[config.mk]
export PLATFORM = sky130hd
export DESIGN_NAME = fp_wb_arbiter
export DESIGN_NICKNAME = d
export VERILOG_FILES = /design/src/rtl/fp_wb_arbiter.sv
export SDC_FILE = /design/constraint.sdc
export NUM_CORES = 1
export LEC_CHECK = 0
export CAP_MARGIN = 25
export CELL_PAD_IN_SITES_DETAIL_PLACEMENT = 1
export CELL_PAD_IN_SITES_GLOBAL_PLACEMENT = 1
export CORE_ASPECT_RATIO = 1.75
export CORE_MARGIN = 5
export CORE_UTILIZATION = 34
export DETAILED_ROUTE_END_ITERATION = 12
export HOLD_SLACK_MARGIN = 0.03
export PLACE_DENSITY_LB_ADDON = 0.08
export SKIP_CTS_REPAIR_TIMING = 1
export SLEW_MARGIN = 30
export SYNTH_ARGS = -nofsm -noshare
export SYNTH_HDL_FRONTEND = slang
export SYNTH_SLANG_ARGS = --single-unit
export TNS_END_PERCENT = 20
[constraint.sdc]
create_clock -name clk_i -period 6.3 [get_ports clk_i]
set_input_delay 1.26 -clock clk_i [delete_from_list [all_inputs] [get_ports clk_i]]
set_output_delay 1.26 -clock clk_i [all_outputs]
set_load 0.03 [all_outputs]
[src/rtl/fp_wb_arbiter.sv]
// fp_wb_arbiter
//   Arbitrates the single FP register-file write port between the FP load
//   path (FLW results, no back-pressure) and the FPU result path
//   (valid/ready handshake). It writes one result per cycle, with priority
//   load > buffered FPU result > FPU result accepted this cycle.
//   FPU results that cannot be written at once wait in a small in-order FIFO.
//   The write port is registered.
//
//   Optional build macro FP_WB_SCOREBOARD_EN enables a per-register
//   pending-write scoreboard on busy_o. Without the macro, busy_o is
//   tied to zero.
//
// Parameters
//   FIFO_DEPTH  number of buffered FPU results (power of two, >= 2)
// Ports
//   clk_i                     rising-edge clock
//   rst_ni                    synchronous active-low reset
//   ld_valid_i/ld_rd_i/ld_data_i           load result (always accepted)
//   fpu_valid_i/fpu_ready_o/fpu_rd_i/fpu_data_i  FPU result handshake
//   iss_valid_i/iss_rd_i      FP-writing instruction issued (scoreboard set)
//   wb_en_o/rd_index_o/rd_data_o           registered register-file write port
//   busy_o                    per-register pending-write flags
module fp_wb_arbiter #(
  parameter int FIFO_DEPTH = 2
) (
  input  logic        clk_i,
  input  logic        rst_ni,
  input  logic        ld_valid_i,
  input  logic [4:0]  ld_rd_i,
  input  logic [31:0] ld_data_i,
  input  logic        fpu_valid_i,
  output logic        fpu_ready_o,
  input  logic [4:0]  fpu_rd_i,
  input  logic [31:0] fpu_data_i,
  input  logic        iss_valid_i,
  input  logic [4:0]  iss_rd_i,
  output logic        wb_en_o,
  output logic [4:0]  rd_index_o,
  output logic [31:0] rd_data_o,
  output logic [31:0] busy_o
);

  localparam int PTR_W = $clog2(FIFO_DEPTH);
  localparam int CNT_W = $clog2(FIFO_DEPTH) + 1;
  localparam logic [CNT_W-1:0] DEPTH_C = CNT_W'(FIFO_DEPTH);

  logic [4:0]       fifo_rd_r   [FIFO_DEPTH];
  logic [31:0]      fifo_data_r [FIFO_DEPTH];
  logic [PTR_W-1:0] wr_ptr_r;
  logic [PTR_W-1:0] rd_ptr_r;
  logic [CNT_W-1:0] count_r;

  logic             wb_en_r;
  logic [4:0]       rd_index_r;
  logic [31:0]      rd_data_r;

  logic             accept_s;
  logic             sel_s;
  logic [4:0]       sel_rd_s;
  logic [31:0]      sel_data_s;
  logic             enq_s;
  logic             deq_s;

  // Ready comes from the registered count only. A dequeue in the same cycle
  // does not raise it, so there is no combinational path from the load inputs.
  assign fpu_ready_o = rst_ni & (count_r < DEPTH_C);
  assign accept_s    = fpu_valid_i & fpu_ready_o;

  // Write-source selection and FIFO enqueue/dequeue decisions
  always_comb begin
    sel_s      = 1'b0;
    sel_rd_s   = rd_index_r;
    sel_data_s = rd_data_r;
    enq_s      = 1'b0;
    deq_s      = 1'b0;
    if (ld_valid_i) begin
      // Load wins; any FPU result accepted this cycle must wait in the FIFO.
      sel_s      = 1'b1;
      sel_rd_s   = ld_rd_i;
      sel_data_s = ld_data_i;
      enq_s      = accept_s;
    end else if (count_r != {CNT_W{1'b0}}) begin
      // Oldest buffered FPU result goes first, which keeps FPU order.
      sel_s      = 1'b1;
      sel_rd_s   = fifo_rd_r[rd_ptr_r];
      sel_data_s = fifo_data_r[rd_ptr_r];
      deq_s      = 1'b1;
      enq_s      = accept_s;
    end else if (accept_s) begin
      // Empty FIFO and no load: bypass straight to the output register.
      sel_s      = 1'b1;
      sel_rd_s   = fpu_rd_i;
      sel_data_s = fpu_data_i;
    end else begin
      sel_s      = 1'b0;
    end
  end

  // Output register, FIFO pointers and occupancy count
  always_ff @(posedge clk_i) begin
    if (!rst_ni) begin
      wb_en_r    <= 1'b0;
      rd_index_r <= 5'd0;
      rd_data_r  <= 32'd0;
      wr_ptr_r   <= {PTR_W{1'b0}};
      rd_ptr_r   <= {PTR_W{1'b0}};
      count_r    <= {CNT_W{1'b0}};
    end else begin
      wb_en_r    <= sel_s;
      rd_index_r <= sel_rd_s;
      rd_data_r  <= sel_data_s;
      // Power-of-two depth, so pointer increments wrap modulo FIFO_DEPTH.
      if (enq_s) begin
        wr_ptr_r <= wr_ptr_r + {{(PTR_W-1){1'b0}}, 1'b1};
      end else begin
        wr_ptr_r <= wr_ptr_r;
      end
      if (deq_s) begin
        rd_ptr_r <= rd_ptr_r + {{(PTR_W-1){1'b0}}, 1'b1};
      end else begin
        rd_ptr_r <= rd_ptr_r;
      end
      count_r <= count_r + CNT_W'(enq_s) - CNT_W'(deq_s);
    end
  end

  // FIFO storage; contents are don't-care while the count is zero
  always_ff @(posedge clk_i) begin
    if (enq_s) begin
      fifo_rd_r[wr_ptr_r]   <= fpu_rd_i;
      fifo_data_r[wr_ptr_r] <= fpu_data_i;
    end
  end

  assign wb_en_o    = wb_en_r;
  assign rd_index_o = rd_index_r;
  assign rd_data_o  = rd_data_r;

`ifdef FP_WB_SCOREBOARD_EN
  logic [31:0] busy_r;
  logic [31:0] set_mask_s;
  logic [31:0] clr_mask_s;

  // Set/clear masks: set on issue, clear on the edge where the write is presented
  always_comb begin
    set_mask_s = 32'd0;
    clr_mask_s = 32'd0;
    if (iss_valid_i) begin
      set_mask_s = 32'd1 << iss_rd_i;
    end else begin
      set_mask_s = 32'd0;
    end
    if (wb_en_r) begin
      clr_mask_s = 32'd1 << rd_index_r;
    end else begin
      clr_mask_s = 32'd0;
    end
  end

  // Busy flags; the set is ORed in after the clear, so a set wins on the same index
  always_ff @(posedge clk_i) begin
    if (!rst_ni) begin
      busy_r <= 32'd0;
    end else begin
      busy_r <= (busy_r & ~clr_mask_s) | set_mask_s;
    end
  end

  assign busy_o = busy_r;
`else
  logic unused_iss_s;
  assign unused_iss_s = ^{iss_valid_i, iss_rd_i};
  assign busy_o       = 32'd0;
`endif

endmodule

==> results_dict.tcl, run 1 <==
set metrics [dict create \
    outcome "finished clean" \
    cts_buffers 17 \
    synthToLayoutAreaGrowth_pct 31.2 \
    ys_top_cells_by_count "74 x edfxtp_1, 43 x dfxtp_1, 40 x a21oi_1" \
    unrepaired_setup_endpoints_after_global_routing "no" \
    crit_fanout 41 \
    post-route-period-util 0.702 \
    grt_pass1_vias 4181 \
    clock_skew_ps 9.46 \
    timing.final.crit_period_ps 4420 \
    critical_path.n_buffers_inverters 3 \
    grt_first_pass_wirelength_mm 23.1 \
    postSynth.topFlopCell "edfxtp_1" \
    placeableCoreArea_um2 15400 \
    post_layout_worst_setup_margin_ps 1880 \
    max-cap-violations 0 \
    synth-edff-count 74 \
    grt_overflow_total 0 \
    globalplace.congestion 0.718 \
    internal_power_mw 1.66 \
    critPathMaxStageDelay_ps 690 \
    synth.most_common_cell "edfxtp_1" \
    fp-row-count 60 \
    ctsRootBufferMaster "clkbuf_16" \
    antenna_found_initial 0 \
    setup.worst_path.end_class "primary output" \
    tritoncts_clock_tree "yes" \
    via_per_inst 5.31 \
    place_hpwl_mm 9.11 \
    power_density_over_the_cells_nw_per_um2 325 \
    final.setup.tns_ps 0 \
    fmaxAchievable_mhz 226 \
    power_frac_comb 0.177 \
    route.detailed.wl_per_inst_um 21.3 \
    initialDrtViolationCount 115 \
    die_w_um 105 \
    criticalPathCategory "input pin to primary output" \
    synth_cell_types 35 \
    clock_tree.htree_level_count 4 \
    drtPass1Iterations 4 \
    leakagePower_nw 2.37 \
    worst_skew_pair.late_latency_ps 400 \
    detail_route.wirelength_mm 15.0 \
    power.switching_fraction 0.268 \
    synth_area_um2 5320 \
    maxSlewHeadroom 0.342 \
    postSynthCellCount 399 \
    port_buffers 116 \
    crit_path_start_kind "input pin" \
    hold_removal_path_class "flop to flop" \
    ys_top_cells_by_area "edfxtp_1 42%, dfxtp_1 16%, nor4b_1 5.8%, mux2_2 5.1%, buf_4 4.8%" \
    leading_area_contributor_after_synthesis "edfxtp_1" \
    drt.antenna.violating_nets 0 \
    p_clk_frac 0.418 \
    critical_path_required_ps 5040 \
    dpl_worst_slack_ps 1820 \
    synthArstFlopShare 0 \
    maxSlewViolCount 0 \
    cpMaxStageDelayCell "clkdlybuf4s50_1" \
    clk_pin_slew_worst_setup_hold_paths_ps 50 \
    antennaDiodeCount 0 \
    worstPathArrival_ps 3160 \
    remaining_drc_errors 0 \
    yosysSeqAreaShare 0.580 \
    synthDominantCellAreaShare 0.418 \
    yosys_warnings 0 \
    report.final.setup_viol 0 \
    tightestPinTransition_ps 987 \
    clock_tree.buffer_depth 2 \
    crit_chain "buf_2, inv_1, nor2_1, clkdlybuf4s50_1" \
    power_frac_seq 0.405 \
    boundaryPins 155 \
    cts.sink_count 117 \
    layout_cell_share_with_drive_strength_beyond_1 0.186 \
    chipHeight_um 175 \
    grt_max_degree 80 \
    worst_supply_voltage_drop_on_vdd_mv 0.183 \
    final-hold-violation-count 0 \
    grtUsageTotal 0.163 \
    start_util 0.345 \
    final_net_count 587 \
    synth_area_per_cell_um2 13.3 \
    power.net_switching_mw 0.607 \
    synth-seq-cells 117 \
    vias 3722 \
    largest_delay_share_family_worst_path "buffers and inverters" \
    fp.dieArea_um2 18300 \
]
[worst paths after layout]
path	from	to	slack (ps)	cells after the start
setup / recovery	rst_ni	fpu_ready_o	1880	4
hold / removal	rd_ptr_r	rd_ptr_r	510	2
setup reg to reg	count_r[1]	rd_data_o[31]	3910	5
hold reg to reg	rd_ptr_r	rd_ptr_r	510	2
[power groups by stage]
stage	Combinational, mW	Sequential [mW]	Clock [mW]
6_report	0.402	0.918	0.948
5_1_grt	0.433	0.924	1.01
4_1_cts	0.408	0.919	0.970
3_5_place_dp	0.405	0.934	0
3_3_place_gp	0.400	0.933	0
2_1_floorplan	0.232	0.964	0
[flip-flops by register name, summed over array words and instances, names as in the netlist, named ones only]
register     flops
wb_en_o          1
rd_ptr_r         1
count_r          2
fifo_data_r     64
rd_data_o       32
rd_index_o       5
wr_ptr_r         1
fifo_rd_r       10
[final cells by class]
class	count	area [um2]
Tap cell	186	233
Clock inverter	12	136
Inverter	1	3.75
Clock buffer	20	437
Fill cell	1605	8420
Sequential cell	117	3090
Multi-Input combinational cell	242	1870
Timing Repair Buffer	123	1210
[cell usage in the layout, fill, tap and decap left out, types with 2 or more instances in the layout]
| cell type | instances |
|---|---|
| mux2_1 | 2 |
| mux2_2 | 24 |
| clkdlybuf4s50_1 | 114 |
| a22oi_1 | 3 |
| nor4b_1 | 34 |
| nand2_1 | 2 |
| o21ai_1 | 39 |
| a221oi_1 | 18 |
| o21ai_0 | 3 |
| edfxtp_1 | 74 |
| a21oi_1 | 40 |
| nor2_1 | 3 |
| conb_1 | 32 |
| dfxtp_4 | 2 |
| clkinvlp_4 | 2 |
| clkinv_2 | 4 |
| buf_4 | 8 |
| mux2_4 | 11 |
| clkbuf_16 | 17 |
| clkinv_1 | 3 |
| dfxtp_1 | 40 |
| a221oi_2 | 16 |
| clkbuf_1 | 3 |
| bufinv_16 | 3 |
[worst register-to-register path, delay by kind of cell (launching register included)]
| kind | cells | cell delay, ps |
|---|---|---|
| flops | 1 | 320 |
| buf+inv | 2 | 1000 |
| compound gates | 3 | 990 |
[metal layers]
layer,up-vias,GRT usage,part of all wire
li1,1705,-,-
met1,1884,0.172,0.39
met2,120,0.306,0.55
met3,13,0.0445,0.048
met4,0,0.0524,0.013
met5,-,0,0
[stage by stage]
step                      cells   util  instance area [um2]  power, mW  hold WS (ps)
final                       701  0.453                 6970       2.27           510
after global routing        701  0.453                 6970       2.36           541
after CTS                   701  0.453                 6970       2.30           519
after detailed placement    669  0.416                 6400       1.34           502
after global placement      669  0.416                 6400       1.33           486
after floorplan             430      -                 5430       1.20           466
[cell families (layout without fill, tap and decap cells)]
group                      count (synthesis)  after routing  synth area share
buffers and inverters                     71            156            0.0932
muxes                                     37             37            0.0862
DFF                                      117            117             0.580
AOI/OAI and AO/OA                        124            124             0.165
adders and majority gates                  1              1           0.00235
and+or+nand+nor                           47             47            0.0713
other                                      1             32          0.000706
xor gates and xnor gates                   1              1           0.00165
Note: power is estimated with default switching activity, not from simulation.
==> run 2, diff against run 1 <==
clock period = 3.94 ns   (was 6.3 ns; I/O delays follow)
==> run 2 against run 1 <==
  * Die area did not move
  * Cell count rose by 0.71%
  * Sequential power rose by 58%
  * Non-clock buffer count rose by 5
  * Setup slack got worse by 870 ps
  * Sequential share of layout area fell by 0.34 points
  * Power rose by 57%
  * Final area rose by 0.70%
  * Routed wire length rose by 0.53%
==> results_dict.tcl, run 2 (synthesized netlist as in run 1, its figures left out) <==
set metrics [dict create \
    grtUsageTotal 0.164 \
    critical_path.startpoint "rst_ni" \
    largest_register_ff_count 64 \
    clk_pin_slew_worst_setup_hold_paths_ps 50 \
    fp-row-count 60 \
    setup.worst_path.end_class "primary output" \
    tightestPinTransition_ps 686 \
    crit_path_start_kind "input pin" \
    chipHeight_um 175 \
    largest-register "fifo_data_r" \
    place_hpwl_mm 9.49 \
    synthToLayoutAreaGrowth_pct 32.1 \
    clock_tree.buffer_depth 2 \
    port_buffers 116 \
    fp.dieArea_um2 18300 \
    maxSlewViolCount 0 \
    stdcell_count 706 \
    final_common_cell "clkdlybuf4s50_1" \
    globalplace.congestion 0.720 \
    place.detailed.instances 673 \
    cts_buffers 17 \
    die_w_um 105 \
    timing.final.crit_period_ps 2930 \
    cts.sink_count 117 \
    hold_start "rd_data_o[14]" \
    leakagePower_nw 2.39 \
    remaining_drc_errors 0 \
    worst_r2r_path_depth 5 \
    worst_skew_pair.late_latency_ps 400 \
    timing.rr.start "count_r[0]" \
    clock_tree.htree_level_count 4 \
    antennaDiodeCount 0 \
    final_net_count 592 \
    grt_overflow_total 0 \
    start_util 0.345 \
    setup.reg_to_reg.worst_slack_ps 1760 \
    initialDrtViolationCount 97 \
    drtPass1Iterations 4 \
    antenna_found_initial 0 \
    worstPathArrival_ps 2140 \
    report.final.setup_viol 0 \
    post-route-period-util 0.744 \
    worstSetupEndpoint "fpu_ready_o" \
    drt.antenna.violating_nets 0 \
    fillCellCount 1584 \
    route.detailed.wl_per_inst_um 21.3 \
    worstReg2RegEnd "rd_data_o[22]" \
    dpl_worst_slack_ps 777 \
    detail_route.wirelength_mm 15.0 \
    final-hold-violation-count 0 \
    unrepaired_setup_endpoints_after_global_routing "no" \
    final.setup.tns_ps 0 \
    hold_removal_path_class "flop to flop" \
    placeableCoreArea_um2 15400 \
    most-common-layout-cells "114 x clkdlybuf4s50_1, 74 x edfxtp_1, 40 x a21oi_1, 40 x dfxtp_1, 39 x o21ai_1" \
    critical_path_required_ps 3150 \
    maxSlewHeadroom 0.543 \
    power_density_over_the_cells_nw_per_um2 508 \
    fmaxAchievable_mhz 341 \
    tritoncts_clock_tree "yes" \
    layout_cell_share_with_drive_strength_beyond_1 0.194 \
    clock_skew_ps 5.52 \
    criticalPathCategory "input pin to primary output" \
    max-cap-violations 0 \
    post-route-util 0.456 \
    vias 3766 \
    ctsRootBufferMaster "clkbuf_16" \
    crit_fanout 10 \
    grt_pass1_vias 4252 \
    outcome "finished clean" \
    post_layout_worst_setup_margin_ps 1010 \
    worst_supply_voltage_drop_on_vdd_mv 0.221 \
    boundaryPins 155 \
    grt_first_pass_wirelength_mm 23.4 \
    via_per_inst 5.33 \
    grt_max_degree 52 \
]
-- run 2: cell count changes in the layout (fill, tap and decap cells not counted) --
cell,before,now
dfxtp_2,1,2
buf_12,0,2
clkinvlp_4,2,3
bufinv_16,3,2
buf_2,1,0
clkinv_1,3,2
dfxtp_4,2,1
nor4b_2,1,0
clkbuf_1,3,4
nor4b_4,0,1
buf_4,8,12
-- run 2: per-stage QoR --
stage	hold slack (ps)	total power, mW	instance area (um2)
2_1_floorplan	466	1.91	5440
3_3_place_gp	491	2.14	6450
3_5_place_dp	514	2.15	6450
4_1_cts	528	3.61	7000
5_1_grt	547	3.72	7020
6_report	522	3.57	7020
-- run 2: worst min-delay path by stage --
| stage | end | slack, ps | cells past startpoint |
|---|---|---|---|
| 6_report | rd_data_o[14] | 520 | 2 |
| 5_1_grt | rd_data_o[2] | 550 | 2 |
| 4_1_cts | rd_data_o[14] | 530 | 2 |
| 3_5_place_dp | flop | 510 | 2 |
| 3_3_place_gp | wr_ptr_r | 490 | 2 |
| 2_1_floorplan | wr_ptr_r | 470 | 2 |
-- run 2: critical path: stages --
cell and delay, ps:
clkdlybuf4s50_1 730, inv_1 290, nor2_1 160, buf_4 170
-- run 2: where the power goes --
group	total [mW]	internal (mW)	switching (mW)
sequential	1.45	1.39	0.0636
clock	1.44	0.920	0.523
combinational	0.677	0.298	0.379
-- run 2: routing by layer --
metal  track usage  vias to the layer above  routed length, um
met2         0.313                      108               8390
met1         0.171                     1916               5850
li1              -                     1728                  -
met3        0.0434                       14                608
met5             0                        -                  0
met4        0.0573                        0                191
-- run 2: area by class of cell --
class                   count  area (um2)  area share
flip-flops and latches    117        3090       0.440
multi-input cells         242        1880       0.267
repair buffers            128        1270       0.181
clock buffers              21         440      0.0627
well taps                 186         233      0.0331
clock inverters            11         110      0.0157
inverters                   1        3.75    0.000534
==> run 3, diff against run 2 <==
CORE_UTILIZATION = 38   (was 34)
clock period = 2.85 ns   (was 3.94 ns; I/O delays follow)
==> run 3 against run 2 <==
  * Combinational power is 39% higher
  * Global-route usage is 1.6 points higher
  * Via count is 1.4% lower
  * Count of clock-buffer cells in the layout is 2 lower
  * Register-to-register slack worse by 1100 ps
  * Clock power is 67% higher
  * Critical path depth stayed put
  * Sequential power is 39% higher
==> results_dict.tcl, run 3 (synthesized netlist as in run 1, its figures left out) <==
set metrics [dict create \
    timing.rr.start "count_r[0]" \
    report.final.setup_viol 0 \
    hold_start "rd_data_o[31]" \
    remaining_drc_errors 0 \
    fp.dieArea_um2 16500 \
    globalplace.congestion 0.727 \
    worstPathArrival_ps 1670 \
    outcome "finished clean" \
    worst_r2r_path_depth 4 \
    max-cap-violations 0 \
    tightestPinTransition_ps 681 \
    chipHeight_um 166 \
    clk_pin_slew_worst_setup_hold_paths_ps 50 \
    final-hold-violation-count 0 \
    antenna_found_initial 1 \
    placeableCoreArea_um2 13800 \
    port_buffers 116 \
    worst_supply_voltage_drop_on_vdd_mv 0.431 \
    leakagePower_nw 2.46 \
    vias 3715 \
    post-route-period-util 0.785 \
    via_per_inst 5.31 \
    grt_pass1_vias 4177 \
    timing.final.crit_period_ps 2240 \
    grt_first_pass_wirelength_mm 22.9 \
    fmaxAchievable_mhz 447 \
    hold_path_depth 2 \
    layout_cell_share_with_drive_strength_beyond_1 0.205 \
    grtUsageTotal 0.180 \
    post_layout_worst_setup_margin_ps 612 \
    clock_tree.htree_level_count 4 \
    hold_end "rd_data_o[31]" \
    grt_overflow_total 0 \
    detail_route.wirelength_mm 14.7 \
    cts_buffers 17 \
    final_net_count 594 \
    criticalPathCategory "input pin to primary output" \
    cts.sink_count 117 \
    maxSlewViolCount 0 \
    setup.reg_to_reg.worst_slack_ps 710 \
    largest-register "fifo_data_r" \
    clock_skew_ps 9.83 \
    crit_path_start_kind "input pin" \
    route.detailed.wl_per_inst_um 21.0 \
    report.power.total_mw 5.36 \
    grt_max_degree 52 \
    unrepaired_setup_endpoints_after_global_routing "no" \
    clock_tree.buffer_depth 2 \
    final_common_cell "clkdlybuf4s50_1" \
    largest_register_ff_count 64 \
    initialDrtViolationCount 106 \
    tritoncts_clock_tree "yes" \
    dpl_worst_slack_ps 359 \
    crit_fanout 8 \
    worst_skew_pair.late_latency_ps 410 \
    hold_removal_path_class "flop to flop" \
    drtPass1Iterations 4 \
    start_util 0.384 \
    final.setup.tns_ps 0 \
    boundaryPins 155 \
    synthToLayoutAreaGrowth_pct 34.8 \
    critical_path_required_ps 2280 \
    die_w_um 99.4 \
    maxSlewHeadroom 0.546 \
    setup.worst_path.end_class "primary output" \
    place_hpwl_mm 9.49 \
    worstReg2RegEnd "rd_data_o[20]" \
    fp-row-count 57 \
    most-common-layout-cells "114 x clkdlybuf4s50_1, 74 x edfxtp_1, 40 x a21oi_1, 40 x dfxtp_1, 39 x o21ai_1" \
    drt.antenna.violating_nets 0 \
    power_density_over_the_cells_nw_per_um2 747 \
    holdWs_ps 519 \
    ctsRootBufferMaster "clkbuf_16" \
]
run 3: routing by layer:
layer	vias up	part of all wire	wire length, um	track usage
met4	0	0.019	280	0.0600
met5	-	0	0	0
met2	102	0.56	8270	0.336
met1	1867	0.38	5570	0.196
met3	19	0.039	574	0.0431
li1	1727	-	-	-
run 3: final cells by class:
class	count	area, um2
diodes	1	2.50
clock buffers	19	443
clock inverters	13	229
fillers	1443	6670
inverters	1	3.75
multi-input cells	242	1880
flip-flops and latches	117	3090
well taps	177	221
repair buffers	130	1300
run 3: worst max-delay path by stage:
stage                start           endpoint  slack (ps)  cells past startpoint
global route        rst_ni        fpu_ready_o         470                      4
detailed placement  rst_ni         count_r[1]         360                      8
finish              rst_ni        fpu_ready_o         610                      4
floorplan           rst_ni  fifo_data_r[0][0]        -610                      3
CTS                 rst_ni        fpu_ready_o         610                      4
global placement    rst_ni         count_r[1]         380                      8
run 3: critical path, cell delays in order:
cell	delay [ps]
clkdlybuf4s50_1	550
inv_1	220
nor2_1	150
buf_4	170
run 3: report_power, final:
part	switching (mW)	internal, mW
Combinational	0.523	0.415
Sequential	0.0880	1.92
Clock	0.753	1.66
run 3: per-stage QoR:
stage / area (um2) / util / instances
after global placement: 6490 / 0.469 / 667
after floorplan: 5450 / - / 430
after detailed placement: 6490 / 0.469 / 667
after global routing: 7170 / 0.518 / 700
after CTS: 7160 / 0.518 / 699
final: 7170 / 0.518 / 700
==> RTL change (flow settings as in run 2) <==
Take the reset off `rd_data_r` and load it in a clocked block of its own.
--- a/src/rtl/fp_wb_arbiter.sv
+++ b/src/rtl/fp_wb_arbiter.sv
@@ -101,14 +101,12 @@
     if (!rst_ni) begin
       wb_en_r    <= 1'b0;
       rd_index_r <= 5'd0;
-      rd_data_r  <= 32'd0;
       wr_ptr_r   <= {PTR_W{1'b0}};
       rd_ptr_r   <= {PTR_W{1'b0}};
       count_r    <= {CNT_W{1'b0}};
     end else begin
       wb_en_r    <= sel_s;
       rd_index_r <= sel_rd_s;
-      rd_data_r  <= sel_data_s;
       // Power-of-two depth, so pointer increments wrap modulo FIFO_DEPTH.
       if (enq_s) begin
         wr_ptr_r <= wr_ptr_r + {{(PTR_W-1){1'b0}}, 1'b1};
@@ -122,6 +120,10 @@
       end
       count_r <= count_r + CNT_W'(enq_s) - CNT_W'(deq_s);
     end
+  end
+
+  always_ff @(posedge clk_i) begin
+    rd_data_r <= sel_data_s;
   end
 
   // FIFO storage; contents are don't-care while the count is zero
Formal check against the unedited RTL: not equivalent (a bounded check fails within 4 cycles, from zero or initial values and one cycle with rst_ni low).
==> RTL change against run 2 <==
  * Area after synthesis down 4.1%
  * Clock power increased by 6%
  * Cell count shrank 5.5%
  * Synthesized cell count is 13% lower
  * Worst setup slack better by 0.021 ns
  * Routed wire length fell by 22%
  * Worst hold slack worse by 0.010 ns
  * Via count down 17%
  * Sequential cell count is the same
  * Cell area down 1.2%
  * First-iteration DRC count decreased by 29%
  * Power rose by 4.8%
  * Global-route usage decreased by 2.9 points
==> RTL change: results (changes against run 2) <==
depth of the CTS H-tree=4 (unchanged); total number of vias=3,130 (-17%); number of cells on the worst hold path=2 (unchanged); global routing usage on met3=0.0379 (-0.00545); final net count=556 (-6.1%); peak supply drop=0.290 mV (+31%); number of distinct standard cells referenced by the synthesized netlist=32 (-8.6%); M1 GR Usage=0.140 (-0.0312); Register-to-Register Path Depth=4 (-1); minimum period implied by the final worst setup slack=2.91 ns (-0.0209 ns); detailed-placement wirelength estimate=7.96 mm (-16%); global-route wire length before repair=17.8 mm (-24%); Min-Delay Startpoint=rd_ptr_r$_SDFFE_PN0P_; met3 layer wire length in the routed design=622 µm (+2.3%); initial detailed-routing violation count=69 (-29%); Reg clk slew, reported paths=0.05 ns (about the same); worst reg2reg endpoint=rd_data_o[30]$_DFFE_PP_; cells taking the most area after synthesis=sky130_fd_sc_hd__edfxtp_1 (62%), sky130_fd_sc_hd__mux2_1 (6.6%), sky130_fd_sc_hd__mux2i_1 (6.3%), sky130_fd_sc_hd__buf_4 (5.0%), sky130_fd_sc_hd__dfxtp_1 (4.3%); CP max stage delay=0.69 ns (-0.04 ns); worst clock skew=0.0100 ns (+0.00452 ns); met2 Resource Use GR=0.250 (-0.0631); critical path data arrival time=2.12 ns (-0.02 ns); via count of the first global-routing pass=3,474 (-18%); M1 WL=4.42 mm (-24%); mean area per synthesized cell=14.7 µm² (+10%); routability congestion estimate=0.688 (-4.5%); maximum number of pins on one net before global-route repair=38 (-27%); top cell types by occurrence after synthesis=sky130_fd_sc_hd__edfxtp_1 (106), sky130_fd_sc_hd__nand2_1 (35), sky130_fd_sc_hd__buf_4 (34), sky130_fd_sc_hd__o21ai_1 (34), sky130_fd_sc_hd__mux2i_1 (32); cell count after placement=635 (-5.6%); number of enable-type register cells in the synthesized netlist=106 (+43%); Max FO, Critical Path=2 (-8); status=finished, final reports clean; total wire length after detailed routing=11.7 mm (-22%); total power=3.74 mW (+4.8%); Post-Place Setup Slack=1.04 ns (+0.258 ns); sequential cell area fraction in the yosys report=0.667 (+0.0874); ratio of cells with drive above 1 in the final layout=0.122 (-0.0723); met2 wire len=6.43 mm (-23%); static power due to leakage=2.59 nW (+8.3%); average routed wire per standard cell=17.5 µm (-18%); worst reg-to-reg setup slack=1.80 ns (+0.04 ns); relative max-transition margin=0.538 (-0.00456)
RTL change: final cells by class:
class,instances,area [µm²]
Timing Repair Buffer,125,1220
Fill cell,1513,7900
Tap cell,183,229
Sequential cell,117,3410
Clock buffer,18,429
Inverter,2,7.51
Clock inverter,14,161
Multi-Input combinational cell,208,1480
RTL change: tightest hold or removal path, delay by kind of cell (launching register included):
kind / cells / cell delay (ns)
flops: 1 / 0.30
compound gates: 2 / 0.17
RTL change: worst max-delay path by stage:
stage | from | endpoint | slack, ns | cells past startpoint
5_1_grt | rst_ni | fpu_ready_o | 0.96 | 3
4_1_cts | rst_ni | fpu_ready_o | 1.02 | 3
6_report | rst_ni | fpu_ready_o | 1.03 | 3
2_1_floorplan | rst_ni | fifo_data_r[0][0]$_DFFE_PP_ | -0.85 | 4
3_3_place_gp | rst_ni | fpu_ready_o | 1.01 | 3
3_5_place_dp | rst_ni | fpu_ready_o | 1.04 | 3
RTL change: cell families (layout without fill, tap and decap cells):
logic type      count (synthesis)  in the layout  share of synthesized area
flops                         117            117                      0.667
mux                            69             69                      0.145
compound gates                 57             57                     0.0687
buf+inv                        54            159                     0.0712
simple gates                   49             49                     0.0449
fa+ha+maj                       1              1                    0.00245
other cells                     1             32                   0.000735
RTL change: per-stage QoR:
step                setup TNS [ns]  utilization  hold WS [ns]  cell area [µm²]
CTS                              0        0.467         0.515             6940
detailed placement               0        0.428         0.507             6340
floorplan                   -31.60            -         0.466             5220
global route                     0        0.467         0.546             6940
finish                           0        0.467         0.512             6940
global placement                 0        0.427         0.482             6340
RTL change: report_power, final:
part	internal, mW	switching (mW)
Combinational	0.302	0.387
Clock	0.987	0.537
Sequential	1.48	0.0541
